`src/rtl/universal_shift_register.sv`:
```
// Multi-mode shift/rotate register with parallel load and a start/busy/done handshake.
// Each operation performs a programmable number of single-bit steps, one per clock.
module universal_shift_register #(
    parameter int unsigned WIDTH = 8,
    parameter int unsigned CNT_W = 4
) (
    input  logic             clk,
    input  logic             rst_n,
    input  logic             load,
    input  logic [WIDTH-1:0] d,
    input  logic             start,
    input  logic [2:0]       mode,
    input  logic [CNT_W-1:0] amount,
    input  logic             ser_in,
    output logic [WIDTH-1:0] q,
    output logic             ser_out,
    output logic             busy,
    output logic             done
);

    typedef enum logic [1:0] {StIdle, StShift, StDone} state_e;

    state_e           state_q;
    logic [CNT_W-1:0] cnt_q;
    logic [2:0]       mode_q;

    logic [WIDTH-1:0] step_q;
    logic             step_so;

    // Result of one step in the latched mode; reserved mode holds both q and ser_out.
    always_comb begin
        step_q  = q;
        step_so = ser_out;
        case (mode_q)
            3'd0: begin
                step_q  = {q[WIDTH-2:0], 1'b0};
                step_so = q[WIDTH-1];
            end
            3'd1: begin
                step_q  = {1'b0, q[WIDTH-1:1]};
                step_so = q[0];
            end
            3'd2: begin
                step_q  = {q[WIDTH-1], q[WIDTH-1:1]};
                step_so = q[0];
            end
            3'd3: begin
                step_q  = {q[WIDTH-2:0], q[WIDTH-1]};
                step_so = q[WIDTH-1];
            end
            3'd4: begin
                step_q  = {q[0], q[WIDTH-1:1]};
                step_so = q[0];
            end
            3'd5: begin
                step_q  = {q[WIDTH-2:0], ser_in};
                step_so = q[WIDTH-1];
            end
            3'd6: begin
                step_q  = {ser_in, q[WIDTH-1:1]};
                step_so = q[0];
            end
            default: begin
                step_q  = q;
                step_so = ser_out;
            end
        endcase
    end

    always_ff @(posedge clk or negedge rst_n) begin
        if (!rst_n) begin
            state_q <= StIdle;
            cnt_q   <= '0;
            mode_q  <= '0;
            q       <= '0;
            ser_out <= 1'b0;
            busy    <= 1'b0;
            done    <= 1'b0;
        end else begin
            done <= 1'b0;
            case (state_q)
                StIdle: begin
                    if (load) begin
                        q <= d;
                    end else if (start) begin
                        if (amount == '0) begin
                            done    <= 1'b1;
                            state_q <= StDone;
                        end else begin
                            mode_q  <= mode;
                            cnt_q   <= amount;
                            busy    <= 1'b1;
                            state_q <= StShift;
                        end
                    end
                end
                StShift: begin
                    q       <= step_q;
                    ser_out <= step_so;
                    cnt_q   <= cnt_q - CNT_W'(1);
                    // Last step: drop busy and raise done on the same edge.
                    if (cnt_q == CNT_W'(1)) begin
                        busy    <= 1'b0;
                        done    <= 1'b1;
                        state_q <= StDone;
                    end
                end
                StDone: begin
                    state_q <= StIdle;
                end
                default: begin
                    state_q <= StIdle;
                end
            endcase
        end
    end

endmodule

```
`config.mk`:
```
export PLATFORM = sky130hd
export DESIGN_NAME = universal_shift_register
export DESIGN_NICKNAME = d
export VERILOG_FILES = /design/src/rtl/universal_shift_register.sv
export SDC_FILE = /design/constraint.sdc
export NUM_CORES = 1
export LEC_CHECK = 0
export CORE_MARGIN = 2
export CORE_UTILIZATION = 50
export CTS_BUF_LIST = sky130_fd_sc_hd__clkbuf_8
export DETAILED_ROUTE_END_ITERATION = 7
export PLACE_DENSITY = 0.81
export SLEW_MARGIN = 20
export SYNTH_ARGS = -nofsm -noshare
export SYNTH_HDL_FRONTEND = slang
export SYNTH_SLANG_ARGS = --single-unit
```
`constraint.sdc`:
```
create_clock -name clk -period 2.63 [get_ports clk]
set_input_delay 0.6575 -clock clk [delete_from_list [all_inputs] [get_ports clk]]
set_output_delay 0.6575 -clock clk [all_outputs]
set_load 0.005 [all_outputs]
```
======== Yosys cells after proc, flatten, opt, wreduce, memory -nomap -nowiden ========
Index checks and enable logic that the tools add are counted.
word-level totals
  bits of input ports ..................... 20
  word-level logic and storage cells ...... 64
  bits in latches ......................... 0
  memories kept ........................... 0
  ROM bits ................................ 0
  output and inout bits ................... 11
  bits in writable memories ............... 0
  bits in registers ....................... 20
operators by class
  eq/ne operators ......................... 16
  reductions and logical operators ........ 14
  div/mod/pow operators ................... 0
  shifts and indexed selects .............. 0
  magnitude comparators ................... 0
  multiplexer cells ....................... 23
  multiply operators ...................... 0
  bitwise operators ....................... 2
  add/subtract/negate cells ............... 1
operators by type and width
  kind                                                   count
  case mux 8 bit (7 select lines)                        1
  case mux 8 bit (2 select lines)                        1
  two-way mux 4 bit                                      3
  inequality test 2 bit, second input constant           6
  AND reduction 4 bit                                    3
  == test 3 bit, second input constant                   3
  two-way mux 1 bit                                      8
  two-way mux 2 bit                                      4
  two-way mux 8 bit                                      1
  inequality test 8 x 1 -> 1 bit, second input constant  1
  case mux 4 bit (2 select lines)                        1
  inequality test 7 x 1 -> 1 bit, second input constant  1
  == test 3 x 2 -> 1 bit, second input constant          2
  case mux 1 bit (2 select lines)                        3
  AND reduction 3 bit                                    2
  AND reduction 5 bit                                    1
  == test 4 x 1 -> 1 bit, second input constant          1
  zero test 4 bit                                        1
  case mux 2 bit (2 select lines)                        1
  nonzero test 2 bit                                     2
  OR reduction 4 bit                                     1
  subtractor 4 x 1 -> 4 bit, second input constant       1
  == test 3 x 1 -> 1 bit, second input constant          1
  zero test 3 bit                                        1
  5 further kinds                                        6

======== Depth between registers and ports, before layout ========
  word-level depth ........................ 5
  depth in mapped cells ................... 6
  gate-level depth less buffers ........... 5

======== Least setup slack after synthesis ========
No wires, ideal clock.
  kind .................................... input to register
  start ................................... in amount[0]
  end ..................................... reg mode_q[0]
  cell stages on the path ................. 4
  data arrival time ....................... 1,631 ps
  slack ................................... 874 ps
  library setup time ...................... 125 ps
  data required time ...................... 2,505 ps
  path through ............................ nor4_1 nor2_1 nand2_1 mux2_2
on the way
  cells in the longest elaborated chain, start to end .. 3
ends and longest elaborated chain
  item                           line  RTL
  from (decl)                    13    input logic [CNT_W-1:0] amount,
  zero test 4 bit                86    if (amount == '0) begin
  inverter 1 bit (no line)       -
  AND reduction 4 bit (no line)  -
  to (signal assigned)           90    mode_q <= mode;
  to (decl)                      25    logic [2:0] mode_q;
No other way between the ends.
A chain may end at the register's enable or synchronous reset.

======== Final worst setup path ========
  start ................................... in amount[1]
  end ..................................... reg mode_q[2]
Same word-level chain as after synthesis.

==> Flow_metrics.wiki <==
{| class="wikitable"
! Metric !! Value
|-
| Starting Density || 0.530
|-
| Proportion of power drawn by combinational gates || 0.532
|-
| Leakage power || 0.639 nW
|-
| Peak supply drop || 0.660 mV
|-
| Cell count of the worst reg-to-reg path || 4
|-
| Final number of setup-violating endpoints || 0
|-
| Minimum setup slack among reg-to-reg paths || 0.96 ns
|-
| Hold Buf Count CTS || 0
|-
| Critical path class || in2reg
|-
| Startpoint types || input pin
|-
| Area added between synthesis and finish || 29.7%
|-
| Transition at the pin with the smallest max-transition slack || 0.544 ns
|-
| Min-Delay Endpoint || ser_out$_DFFE_PN0P_
|-
| Count of vias placed by the detailed router || 998
|-
| Initial antenna violation count || 0
|-
| Adder-cell area share of the yosys netlist || 0.0211
|-
| Period minus WS final || 2.07 ns
|-
| Quantity of gates resized following cts || 0
|-
| Normalized max-slew margin || 0.637
|-
| Max-Cap Viols || 0
|-
| Site row count || 17
|-
| Total global routing track utilization || 0.210
|-
| Number of buffers on the longest clock path || 2
|-
| I/O pin count || 31
|-
| Clock share of power || 0.103
|-
| Clk sink count || 20
|-
| Height of the die || 52.7 µm
|-
| Flops & latches, synth || 20
|-
| DIE AREA || 2770 µm²
|-
| Internal power of the cells || 1.13 mW
|-
| GR Overflow Total || 0
|-
| Element type at the critical path end || flop
|-
| Cell count after synthesis || 123
|-
| Tcrit/Tclk final || 0.788
|-
| Total power || 1.89 mW
|-
| Core box area || 2230 µm²
|-
| Clock slew seen by the registers of the worst setup and hold paths || 0.07 ns
|-
| Combinational family with the most area after synthesis || simple AND/OR/NAND/NOR gates
|-
| Detailed Place HPWL || 1.92 mm
|-
| Summed instance area of the synthesized netlist || 1180 µm²
|-
| Chip Width || 52.7 µm
|-
| Root buf cell || clkbuf_8
|-
| Weighted congestion at the end of routability-driven global placement || 0.745
|-
| Count of H-tree levels built during CTS || 1
|-
| Final net count || 174
|-
| Final hold vios || 0
|-
| Worst EP arrival || 2.21 ns
|-
| Number of different library cells in the post-synthesis netlist || 32
|-
| Total Routed Length || 2.55 mm
|-
| Final TNS setup || 0 ns
|-
| Average wire per cell in the routed design || 14.3 µm
|-
| Fraction of final layout cells with drive strength greater than 1 || 0.0800
|-
| Buffers inserted during post-CTS setup optimization || 0
|-
| Run status || completed
|-
| Final Skew || 0.00213 ns
|-
| Data required time of the critical path || 2.77 ns
|-
| Initial DRC Count || 9
|-
| Pre-Repair DR Iteration Count || 4
|-
| FF-to-FF Start || state_q[0]$_DFFE_PN0P_
|-
| Largest driver fanout on the critical path || 3
|-
| Cell depth of the worst min-delay path || 2
|-
| Wire length of the first global-routing pass || 4.27 mm
|-
| Top library cells by usage in the layout, fill and taps aside || 30 x clkdlybuf4s50_1, 20 x dfrtp_1, 14 x nand2_1, 11 x mux2i_1
|-
| Switching power total || 0.763 mW
|-
| Number of warnings issued by yosys || 0
|-
| Remaining DRCs || 0
|-
| Number of pins exceeding their max-slew limit in the final report || 0
|-
| Post-synthesis compound-gate area fraction || 0.152
|-
| Multiplexer share of the synthesized area || 0.131
|-
| Simple logic cell fraction of the synthesized area || 0.205
|-
| IO Port Bufs || 30
|-
| Sequential element share of the synthesized area || 0.423
|-
| Most common cell after layout, fill and taps aside || clkdlybuf4s50_1
|-
| Nets in the synthesized netlist || 145
|-
| Syn Area/Cell || 9.62 µm²
|-
| Xor-xnor portion of the synthesized cell area || 0.0307
|-
| Via count of the first global-routing pass || 1003
|-
| Antenna cell count || 0
|-
| R2R Path End || q[3]$_DFFE_PN0P_
|-
| Unrepaired setup endpoints after global routing || false
|-
| Startpoint of the lowest-slack hold path || ser_out$_DFFE_PN0P_
|-
| PwrDens || 1230 nW/µm²
|-
| Achievable clock frequency || 483 MHz
|-
| Hold Crit Class || reg2reg
|-
| Worst-skew pair later-pin latency || 0.25 ns
|-
| Maximum number of pins on one net before global-route repair || 21
|-
| Number of buffers inserted during clock tree synthesis || 3
|-
| Clock tree from TritonCTS || yes
|-
| Via density per instance || 5.61
|-
| Switching part of the total || 0.404
|-
| Sequential cell fraction of total power || 0.365
|-
| Fillers || 187
|-
| Antenna-violating nets left || 0
|}
## critical path, stage by stage
cell             delay (ns)
clkdlybuf4s50_1        0.43
nor4_1                 0.45
nor2_1                 0.16
nand2_1                0.16
mux2_2                 0.35
## area by class of cell
type                       instances  area, µm²  area share
multi-input combinational         93        639       0.416
tap                               28       35.0      0.0228
clock buffer                       3       41.3      0.0269
inverter                           3       11.3     0.00733
timing repair buffer              31        308       0.200
sequential                        20        500       0.326
## registers in the layout (all words and copies together) (netlist names)
signal	cells
q	8
mode_q	3
busy	1
state_q	2
ser_out	1
cnt_q	4
done	1
## synth_stat cells, drive strengths merged
cell type   n  share of area
dfrtp      20           0.42
nand2      14          0.044
mux2i      11          0.093
nor2       10          0.034
nand3       9          0.038
nor2b       6          0.032
o211ai      6          0.038
buf         5          0.021
a21oi       4          0.017
mux2        4          0.038
nand2b      4          0.021
o21ai       4          0.020
inv         3         0.0095
nor3        3          0.013
a221o       2          0.017
clkbuf      2         0.0063
ha          2          0.021
nand3b      2          0.013
o221ai      2          0.020
xnor2       2          0.031
a22o        1         0.0074
a22oi       1         0.0063
a31oi       1         0.0053
a32oi       1         0.0074
nand4       1         0.0053
nor4        1         0.0053
o21bai      1         0.0063
o2bb2ai     1         0.0074
## logic make-up (layout without fill, tap and decap cells)
family	Yosys count	after routing
AOI/OAI and AO/OA	24	24
xor gates and xnor gates	2	2
adders and majority gates	2	2
buffers and inverters	10	37
DFF	20	20
muxes	15	15
and+or+nand+nor	50	50
## metrics by stage
step | util | hold WS, ns | cells | cell area [µm²] | setup slack [ns]
6_report | 0.687 | 0.490 | 178 | 1540 | 0.558
5_1_grt | 0.687 | 0.543 | 178 | 1540 | 0.477
4_1_cts | 0.687 | 0.491 | 178 | 1540 | 0.571
3_5_place_dp | 0.669 | 0.475 | 175 | 1490 | 0.307
3_3_place_gp | 0.669 | 0.462 | 175 | 1490 | 0.349
2_1_floorplan | - | 0.362 | 123 | 1180 | 0.874
## routing by layer
metal / vias to the layer above / track usage / routed length, µm
met2: 45 / 0.388 / 1240
met3: 2 / 0.0371 / 182
li1: 492 / - / -
met5: - / 0 / 0
met1: 459 / 0.246 / 1110
met4: 0 / 0.0598 / 16
## power by group through the flow
stage	clock network, mW	logic, mW	registers, mW
6_report	0.194	1.01	0.690
5_1_grt	0.212	1.12	0.719
4_1_cts	0.200	1.02	0.688
3_5_place_dp	0	1.01	0.693
3_3_place_gp	0	0.984	0.691
2_1_floorplan	0	0.798	0.582
## how the worst max path moves through the flow
stage	cells past startpoint	end	slack (ns)	start
2_1_floorplan	4	mode_q[0]$_DFFE_PN0P_	0.87	amount[0]
3_3_place_gp	5	mode_q[0]$_DFFE_PN0P_	0.35	amount[0]
3_5_place_dp	5	mode_q[2]$_DFFE_PN0P_	0.31	amount[1]
4_1_cts	5	mode_q[2]$_DFFE_PN0P_	0.57	amount[1]
5_1_grt	5	mode_q[2]$_DFFE_PN0P_	0.48	amount[1]
6_report	5	mode_q[2]$_DFFE_PN0P_	0.56	amount[1]
No activity file was read; power rests on OpenSTA's default activity.
